$ cat config.mk
export PLATFORM = sky130hd
export DESIGN_NAME = cached_fetcher
export DESIGN_NICKNAME = d
export VERILOG_FILES = /design/src/rtl/gpu_pkg.sv /design/src/rtl/icache_dm.sv /design/src/rtl/cached_fetcher.sv
export SDC_FILE = /design/constraint.sdc
export NUM_CORES = 1
export LEC_CHECK = 0
export ABC_AREA = 1
export BUFFER_PORTS_ARGS = -buffer_cell sky130_fd_sc_hd__buf_2
export CORE_ASPECT_RATIO = 1.75
export CORE_MARGIN = 1
export CORE_UTILIZATION = 47
export CTS_CLUSTER_SIZE = 30
export DETAILED_ROUTE_END_ITERATION = 16
export GPL_ROUTABILITY_DRIVEN = 0
export PLACE_DENSITY = 0.7
export SYNTH_ARGS = -nofsm -noshare
export SYNTH_HDL_FRONTEND = slang
export SYNTH_SLANG_ARGS = --single-unit
export TNS_END_PERCENT = 10
$ cat constraint.sdc
create_clock -name clk -period 2.85 [get_ports clk]
set_input_delay 0.855 -clock clk [delete_from_list [all_inputs] [get_ports clk]]
set_output_delay 0.855 -clock clk [all_outputs]
set_load 0.01 [all_outputs]
$ cat src/rtl/gpu_pkg.sv
// Shared encodings and widths for the compute core's scheduler and fetcher.
package gpu_pkg;

  localparam int PC_BITS    = 8;
  localparam int INSTR_BITS = 16;

  // Scheduler core_state encodings
  localparam logic [2:0] CORE_IDLE    = 3'b000;
  localparam logic [2:0] CORE_FETCH   = 3'b001;
  localparam logic [2:0] CORE_DECODE  = 3'b010;
  localparam logic [2:0] CORE_REQUEST = 3'b011;
  localparam logic [2:0] CORE_WAIT    = 3'b100;
  localparam logic [2:0] CORE_EXECUTE = 3'b101;
  localparam logic [2:0] CORE_UPDATE  = 3'b110;
  localparam logic [2:0] CORE_DONE    = 3'b111;

  // Fetcher progress encodings reported back to the scheduler
  localparam logic [2:0] FETCHER_IDLE = 3'b000;
  localparam logic [2:0] FETCHING     = 3'b001;
  localparam logic [2:0] FETCHED      = 3'b010;

endpackage

$ cat src/rtl/icache_dm.sv
// Direct-mapped instruction cache: valid/tag/data arrays, combinational
// lookup, single write port and whole-cache flush.
module icache_dm #(
  parameter int ADDR_BITS = 8,
  parameter int DATA_BITS = 16,
  parameter int LINES     = 4
) (
  input  logic                 clk,
  input  logic                 reset,
  input  logic                 flush,
  input  logic [ADDR_BITS-1:0] lookup_addr,
  output logic                 hit,
  output logic [DATA_BITS-1:0] rdata,
  input  logic                 wr_en,
  input  logic [ADDR_BITS-1:0] wr_addr,
  input  logic [DATA_BITS-1:0] wr_data
);

  localparam int IDX_BITS = $clog2(LINES);
  localparam int TAG_BITS = ADDR_BITS - IDX_BITS;

  logic [LINES-1:0]     valid_q;
  logic [TAG_BITS-1:0]  tag_q  [LINES];
  logic [DATA_BITS-1:0] data_q [LINES];

  logic [IDX_BITS-1:0] lookup_idx;
  logic [TAG_BITS-1:0] lookup_tag;
  logic [IDX_BITS-1:0] wr_idx;
  logic [TAG_BITS-1:0] wr_tag;

  assign lookup_idx = lookup_addr[IDX_BITS-1:0];
  assign lookup_tag = lookup_addr[ADDR_BITS-1:IDX_BITS];
  assign wr_idx     = wr_addr[IDX_BITS-1:0];
  assign wr_tag     = wr_addr[ADDR_BITS-1:IDX_BITS];

  assign hit   = valid_q[lookup_idx] && (tag_q[lookup_idx] == lookup_tag);
  assign rdata = data_q[lookup_idx];

  // Valid bits: flush beats a same-edge fill so a flushed line stays invalid
  always_ff @(posedge clk) begin
    if (reset || flush) begin
      valid_q <= '0;
    end else if (wr_en) begin
      valid_q[wr_idx] <= 1'b1;
    end
  end

  // Tag/data storage is only meaningful under a set valid bit, so no reset
  always_ff @(posedge clk) begin
    if (wr_en) begin
      tag_q[wr_idx]  <= wr_tag;
      data_q[wr_idx] <= wr_data;
    end
  end

endmodule

$ cat src/rtl/cached_fetcher.sv
// Instruction fetcher answering the scheduler's FETCH handshake, with a
// direct-mapped cache in front of the program-memory read channel.
module cached_fetcher
  import gpu_pkg::*;
#(
  parameter int PROGRAM_MEM_ADDR_BITS = 8,
  parameter int PROGRAM_MEM_DATA_BITS = 16,
  parameter int CACHE_LINES           = 4,
  parameter int STAT_BITS             = 16
) (
  input  logic                             clk,
  input  logic                             reset,
  input  logic [2:0]                       core_state,
  input  logic [PROGRAM_MEM_ADDR_BITS-1:0] current_pc,
  input  logic                             flush,
  output logic                             mem_read_valid,
  output logic [PROGRAM_MEM_ADDR_BITS-1:0] mem_read_address,
  input  logic                             mem_read_ready,
  input  logic [PROGRAM_MEM_DATA_BITS-1:0] mem_read_data,
  output logic [2:0]                       fetcher_state,
  output logic [PROGRAM_MEM_DATA_BITS-1:0] instruction,
  output logic [STAT_BITS-1:0]             hit_count,
  output logic [STAT_BITS-1:0]             miss_count
);

  logic                             cache_hit;
  logic [PROGRAM_MEM_DATA_BITS-1:0] cache_rdata;
  logic                             fill_en;
  logic                             fill_kill;
  logic                             lookup_hit;

  function automatic logic [STAT_BITS-1:0] sat_inc(input logic [STAT_BITS-1:0] v);
    return (&v) ? v : v + {{(STAT_BITS-1){1'b0}}, 1'b1};
  endfunction

  // A flush on the lookup edge forces a miss even if the line was valid
  assign lookup_hit = cache_hit && !flush;
  // A flush seen earlier in this fetch (fill_kill) or on the fill edge
  // (handled in the cache) keeps the returned line out of the cache
  assign fill_en    = (fetcher_state == FETCHING) && mem_read_ready && !fill_kill;

  icache_dm #(
    .ADDR_BITS (PROGRAM_MEM_ADDR_BITS),
    .DATA_BITS (PROGRAM_MEM_DATA_BITS),
    .LINES     (CACHE_LINES)
  ) u_icache (
    .clk         (clk),
    .reset       (reset),
    .flush       (flush),
    .lookup_addr (current_pc),
    .hit         (cache_hit),
    .rdata       (cache_rdata),
    .wr_en       (fill_en),
    .wr_addr     (mem_read_address),
    .wr_data     (mem_read_data)
  );

  // Fetch FSM with registered handshake outputs and saturating statistics
  always_ff @(posedge clk) begin
    if (reset) begin
      fetcher_state    <= FETCHER_IDLE;
      mem_read_valid   <= 1'b0;
      mem_read_address <= '0;
      instruction      <= '0;
      hit_count        <= '0;
      miss_count       <= '0;
      fill_kill        <= 1'b0;
    end else begin
      case (fetcher_state)
        FETCHER_IDLE: begin
          if (core_state == CORE_FETCH) begin
            if (lookup_hit) begin
              instruction   <= cache_rdata;
              fetcher_state <= FETCHED;
              hit_count     <= sat_inc(hit_count);
            end else begin
              fetcher_state    <= FETCHING;
              mem_read_valid   <= 1'b1;
              mem_read_address <= current_pc;
              miss_count       <= sat_inc(miss_count);
              fill_kill        <= 1'b0;
            end
          end
        end
        FETCHING: begin
          if (flush) fill_kill <= 1'b1;
          if (mem_read_ready) begin
            instruction    <= mem_read_data;
            mem_read_valid <= 1'b0;
            fetcher_state  <= FETCHED;
          end
        end
        FETCHED: begin
          if (core_state == CORE_DECODE) fetcher_state <= FETCHER_IDLE;
        end
        default: begin
          fetcher_state  <= FETCHER_IDLE;
          mem_read_valid <= 1'b0;
        end
      endcase
    end
  end

endmodule

==> Word-level counts from Yosys, hierarchy flattened <==
Memory sizes are Yosys's and may differ from the RTL's.
Index checks and enable logic that the tools add are counted.
W data, S select, Z words.
{ "op_classes": {"add_sub_neg": 2, "order_cmp": 3, "eq_ne": 11, "mux": 23, "n_bitwise": 5, "reduce_logical": 19} }
{ "op_table": {"columns": ["op", "n"], "rows": [
  ["$mux W16", 3],
  ["$add A16 B1 Y16 const B", 2],
  ["$pmux W16 S2", 1],
  ["$reduce_and A16 Y1", 2],
  ["$reduce_and A4 Y1", 5],
  ["$ne A2 B2 Y1 const B", 6],
  ["$mux W1", 10],
  ["$mux W3", 3],
  ["$pmux W3 S3", 1],
  ["$eq A3 B1 Y1 const B", 2],
  ["$eq A3 B2 Y1 const B", 2],
  ["$eq A6 B6 Y1", 1],
  ["$lt A2 B3 Y1 const B", 2],
  ["$reduce_and A3 Y1", 2],
  ["$logic_and A1 B1 Y1", 5],
  ["$not A1 Y1", 4],
  ["$or A4 B4 Y4", 1],
  ["$logic_not A3 Y1", 1],
  ["$pmux W1 S3", 1],
  ["$bmux W1 S2", 1],
  ["$demux W1 S2", 1],
  ["$ge A2 B1 Y1 const B", 1],
  ["$logic_not A1 Y1", 2],
  ["$mux W2", 1],
  ["other kinds (3)", 3]
]} }
{ "word_totals": {"ff_bits": 65, "mem_bits_rw": 88, "input_bits": 31, "out_inout_bits": 60, "n_memories": 2} }
{ "mem_list": {"columns": ["name", "words", "width", "rd", "rd_clocked_by_memory_dff", "write_ports", "line", "rtl"], "rows": [
  ["u_icache.data_q", 4, 16, 1, 0, 1, "icache_dm.sv:24", "logic [DATA_BITS-1:0] data_q [LINES];"],
  ["u_icache.tag_q", 4, 6, 1, 0, 1, "icache_dm.sv:23", "logic [TAG_BITS-1:0] tag_q [LINES];"]
]} }

==> Logic depth before layout (Yosys ltp) <==
{ "logic_depth": {"word_depth": 7, "mapped_depth": 14} }

==> By module <==
A second synthesis with hierarchy kept.
{ "hier_totals": {"cells_unflattened": 784, "area_unflattened_um2": 6754.0} }
{ "by_module_without_submodules": {"columns": ["mod", "instances", "cells_per_inst", "area_per_inst_um2", "seq_area_each_um2"], "rows": [
  ["icache_dm", 1, 279, 3570.9, 2722.6],
  ["cached_fetcher", 1, 505, 3183.1, 1201.2]
]} }

==> Worst setup path before layout <==
OpenSTA, ideal clock, no wires.
{ "synth_path": {"path_type": "reg2reg", "startpoint": "register fetcher_state[0]", "endpoint": "memory u_icache.data_q[2][0], enable pin", "arrival_ps": 2767, "slack_ps": -348, "stages_incl_launch_ff": 8, "path_buffers": 1, "path_cell_list": "dfxtp_1 -> inv_1 -> nor2_1 -> buf_2 -> nand2_1 -> nor2_1 -> inv_1 -> nor3_1"} }
{ "synth_between": {"elab_chain_cells": 5} }
{ "synth_lines": {"columns": ["element", "line", "rtl"], "rows": [
  ["start, declared", "cached_fetcher.sv:20", "output logic [2:0] fetcher_state,"],
  ["start signal, assigned", "cached_fetcher.sv:61", "fetcher_state <= FETCHER_IDLE;"],
  ["start signal, assigned", "cached_fetcher.sv:74", "fetcher_state <= FETCHED;"],
  ["start signal, assigned", "cached_fetcher.sv:77", "fetcher_state <= FETCHING;"],
  ["$eq A3 B1 Y1", "cached_fetcher.sv:40", "assign fill_en = (fetcher_state == FETCHING) && mem_read_ready && !fill_kill;"],
  ["$logic_and A1 B1 Y1 (2 in series)", "cached_fetcher.sv:40", null],
  ["$mux W1", "icache_dm.sv:50", "if (wr_en) begin"],
  ["$mux W1 (implied by the code)", "icache_dm.sv:52", "data_q[wr_idx] <= wr_data;"],
  ["end, declared", "icache_dm.sv:24", null]
]} }
No other way between the ends.

==> Worst setup path after layout <==
{ "layout_path": {"startpoint": "input port current_pc[0]", "endpoint": "register hit_count[15]"} }
{ "layout_between": {"elab_chain_cells": 5, "elab_cells_between_ends": 7, "classes_between": "eq/ne (1); mux (2); reduce/logical (3); memory (1)"} }
{ "layout_lines": {"columns": ["element", "line", "rtl"], "rows": [
  ["start, declared", "cached_fetcher.sv:14", "input logic [PROGRAM_MEM_ADDR_BITS-1:0] current_pc,"],
  ["$mem_v2 Z4 W6 / $bmux W1 S2 (equally long branches)", null, null],
  ["$eq A6 B6 Y1 / $mux W1 (equally long branches)", "icache_dm.sv:36", "assign hit = valid_q[lookup_idx] && (tag_q[lookup_idx] == lookup_tag);"],
  ["$logic_and A1 B1 Y1 *", "icache_dm.sv:36", null],
  ["$logic_and A1 B1 Y1 *", "cached_fetcher.sv:37", "assign lookup_hit = cache_hit && !flush;"],
  ["$reduce_and A4 Y1 (no source line) *", null, null],
  ["end signal, assigned", "cached_fetcher.sv:75", "hit_count <= sat_inc(hit_count);"],
  ["end, declared", "cached_fetcher.sv:22", "output logic [STAT_BITS-1:0] hit_count,"]
]} }
Mark *: on every way between the ends. The rest lies on a longest branch, timed or not. The select of a mux whose other input is x is not followed.
A chain may end at the register's enable or synchronous reset.

==> flow_metrics.py <==
metrics = {
    "power": {
        "power_w": 0.00487,
        "p_per_area_nw_per_um2": 607,
        "ir_drop_uv": 405,
        "leakagePower_nw": 3.05,
    },
    "layout": {
        "diodes": 0,
        "nNetsFinal": 857,
        "synthToLayoutAreaGrowth_pct": 19.0,
        "final_common_cell": "nand2_1",
        "final_layout_size_suffix_gt1_share_pct": 18.5,
        "stdcell_count": 1014,
        "final_cell_mix": "nand2_1 (146), nor2_1 (107), buf_2 (89)",
    },
    "die": {
        "core-area_um2": 13900,
        "num_io_pins": 91,
        "dieArea_um2": 14800,
        "start_util_pct": 48.4,
        "num_rows": 57,
        "die_h_um": 160,
        "dieWidth_um": 92.5,
    },
    "yosys": {
        "synth_top_area_share_pct": 39.2,
        "yosysTopAreaCell": "edfxtp_1",
        "synth_top_family_by_area": "simple AND/OR/NAND/NOR gates",
        "synth_compound_area_share_pct": 8.10,
        "synth_area_leaders": "edfxtp_1 (39%), dfxtp_1 (19%), nand2_1 (8.1%), nor2_1 (6.0%), nand3_1 (3.9%)",
        "synthCells": 731,
        "synth_xor_area_share_pct": 3.25,
        "synth-warning-count": 0,
        "synth-seq-area-share_pct": 58.2,
        "synthMuxAreaShare_pct": 2.38,
        "synthSimpleGateAreaFrac_pct": 22.4,
        "synth_cell_types": 30,
        "synthAdderAreaFrac_pct": 0.371,
        "syn-cell-area_um2": 6740,
        "synth_fp_nets": 764,
        "syn_avg_cell_area_um2": 9.22,
        "ys_ff_latch": 152,
    },
    "worst_setup_path": {
        "cp_cell_sequence": "buf_2, buf_4, nand2_1, nand3_1, nand2_1, nand2_1, nand2_1, nor2_1, nand3_4, nor2_4, nand2_1, a21oi_1",
        "r2r-end": "miss_count[1]",
        "cp_data_arrival_time_ps": 2610,
        "crit_path_max_incr_delay_ps": 340,
        "cp_max_fo": 17,
        "r2r.worst_path.cells": 10,
        "cp-start-kind": "input port",
        "required_ps": 3190,
        "reg2reg_slack_ps": 720,
        "rr_startpoint": "miss_count[0]",
        "cp_slowest_cell": "nor2_4",
        "crit_top_cell": "nand2_1",
        "critPathKind": "in2reg",
        "critPathBufInv": 2,
        "cp_top_family": "simple AND/OR/NAND/NOR gates",
        "end_kind": "register",
    },
    "outcome": {
        "status": "finished clean",
    },
    "clocking": {
        "cts_made_buffers": 17,
        "root_buffer": "clkbuf_16",
        "worstSkewPairLatency_ps": 420,
        "clockBufferDepth": 2,
        "hold_buffers": 0,
        "clk_pin_slew_worst_paths_ps": 60,
        "h-tree-depth": 4,
        "postCtsSetupBuffers": 0,
        "clock-sinks": 152,
        "cts_tree": "yes",
        "ctsResizeCount": 0,
    },
    "hold_path": {
        "hold_path.class": "reg2reg",
        "hold_start": "mem_read_valid",
        "whs_endpoint": "mem_read_valid",
        "hold-path-cell-count": 2,
    },
    "route": {
        "antenna_left": 0,
        "drt-wirelength-per-cell_um": 16.3,
        "wl_um": 16500,
        "vias": 5473,
        "drcViolationCount": 0,
        "vias_per_cell": 5.40,
        "drt_iter0_markers": 267,
        "drt_first_pass_iters": 5,
    },
    "timing": {
        "period_share_pct": 79.7,
        "worst_slew_pin_slew_ps": 511,
        "clock_skew_ps": 11.8,
        "final-hold-violation-count": 0,
        "fmax_mhz": 440,
        "slew_headroom_pct": 65.9,
        "setup_viol": 0,
        "slew_viol_final": 0,
        "rsz0062_at_grt": "false",
        "worst_slack_ps": 580,
        "min_period_ps": 2270,
    },
    "grt": {
        "antenna_found_initial": 0,
        "grt_overflow": 0,
        "grt_pass1_vias": 5498,
        "grt_max_degree": 34,
        "grt_pass1_wl_um": 26400,
        "grt_usage_pct": 22.9,
    },
    "place": {
        "preCtsSetupSlack_ps": 148,
        "dp_cells": 982,
        "io_buffer_count": 89,
        "dp.final_hpwl_um": 11200,
    },
    "run": {
        "maxCapViolations": 0,
    },
}
==> power breakdown <==
group	internal [W]	switching (W)	total, W	leakage [nW]
Clock	0.00130	0.000922	0.00223	0.271
Sequential	0.00234	0.0000181	0.00236	1.29
Combinational	0.0000947	0.000187	0.000282	1.49
==> worst max-delay path by stage <==
| stage | start | endpoint | slack (ps) | depth (start not counted) |
|---|---|---|---|---|
| 2_1_floorplan | fetcher_state[0] | u_icache.data_q[2][0] | -350 | 7 |
| 3_5_place_dp | current_pc[0] | hit_count[15] | 150 | 12 |
| 5_1_grt | current_pc[0] | hit_count[6] | 340 | 14 |
| 4_1_cts | current_pc[0] | hit_count[15] | 580 | 12 |
| 6_report | current_pc[0] | hit_count[15] | 580 | 12 |
| 3_3_place_gp | current_pc[0] | hit_count[6] | 250 | 13 |
==> worst reg2reg max path: cells and delay by family (launching register included) <==
family	cells	cell delay, ps
flip-flops	1	430
AND/OR/NAND/NOR	9	1370
adder cells (fa/ha/maj)	1	220
==> synth_stat cells, drive strengths merged <==
library cell / count
nor3: 10
o22ai: 16
xnor2: 9
o21ai: 42
nand3b: 5
dfxtp: 64
nand4: 18
xor2: 16
nor4: 4
mux2i: 16
edfxtp: 88
nand2: 147
inv: 46
ha: 2
buf: 18
clkbuf: 17
conb: 1
a21oi: 47
nor2: 110
nand3: 55
==> per-layer routing <==
layer	global-route usage [%]	up-vias	routed length, um
li1	-	2669	-
met1	24.9	2631	6440
met2	42.2	141	9070
met3	4.73	32	656
met4	9.73	0	333
met5	0	-	0
==> kinds of logic (layout without fill, tap and decap cells) <==
family	after synthesis	in the layout
and+or+nand+nor	349	349
xor gates and xnor gates	25	25
DFF	152	152
buffers and inverters	81	187
muxes	16	16
adders and majority gates	2	2
other	1	1
AOI/OAI and AO/OA	105	105
==> registers in the layout, indices dropped and copies added (netlist names) <==
signal	flops
fetcher_state	2
fill_kill	1
hit_count	16
instruction	16
mem_read_address	8
mem_read_valid	1
miss_count	16
u_icache.data_q	64
u_icache.tag_q	24
u_icache.valid_q	4
==> through the flow <==
step	hold slack, ps	utilization (%)	setup TNS, ps	cell area [um2]
finish	467	57.7	0	8020
global placement	451	53.4	0	7420
detailed placement	460	53.4	0	7420
CTS	472	57.7	0	8020
global route	491	57.7	0	8020
floorplan	440	-	-31320	6740
==> layout make-up <==
cell class              count  area [um2]
fillers                  1224        5890
flip-flops and latches    152        3920
multi-input cells         498        2490
repair buffers            109         621
clock buffers              17         425
well taps                 177         221
inverters                  46         173
clock inverters            15         169
Power figures use the tool's default switching activity.
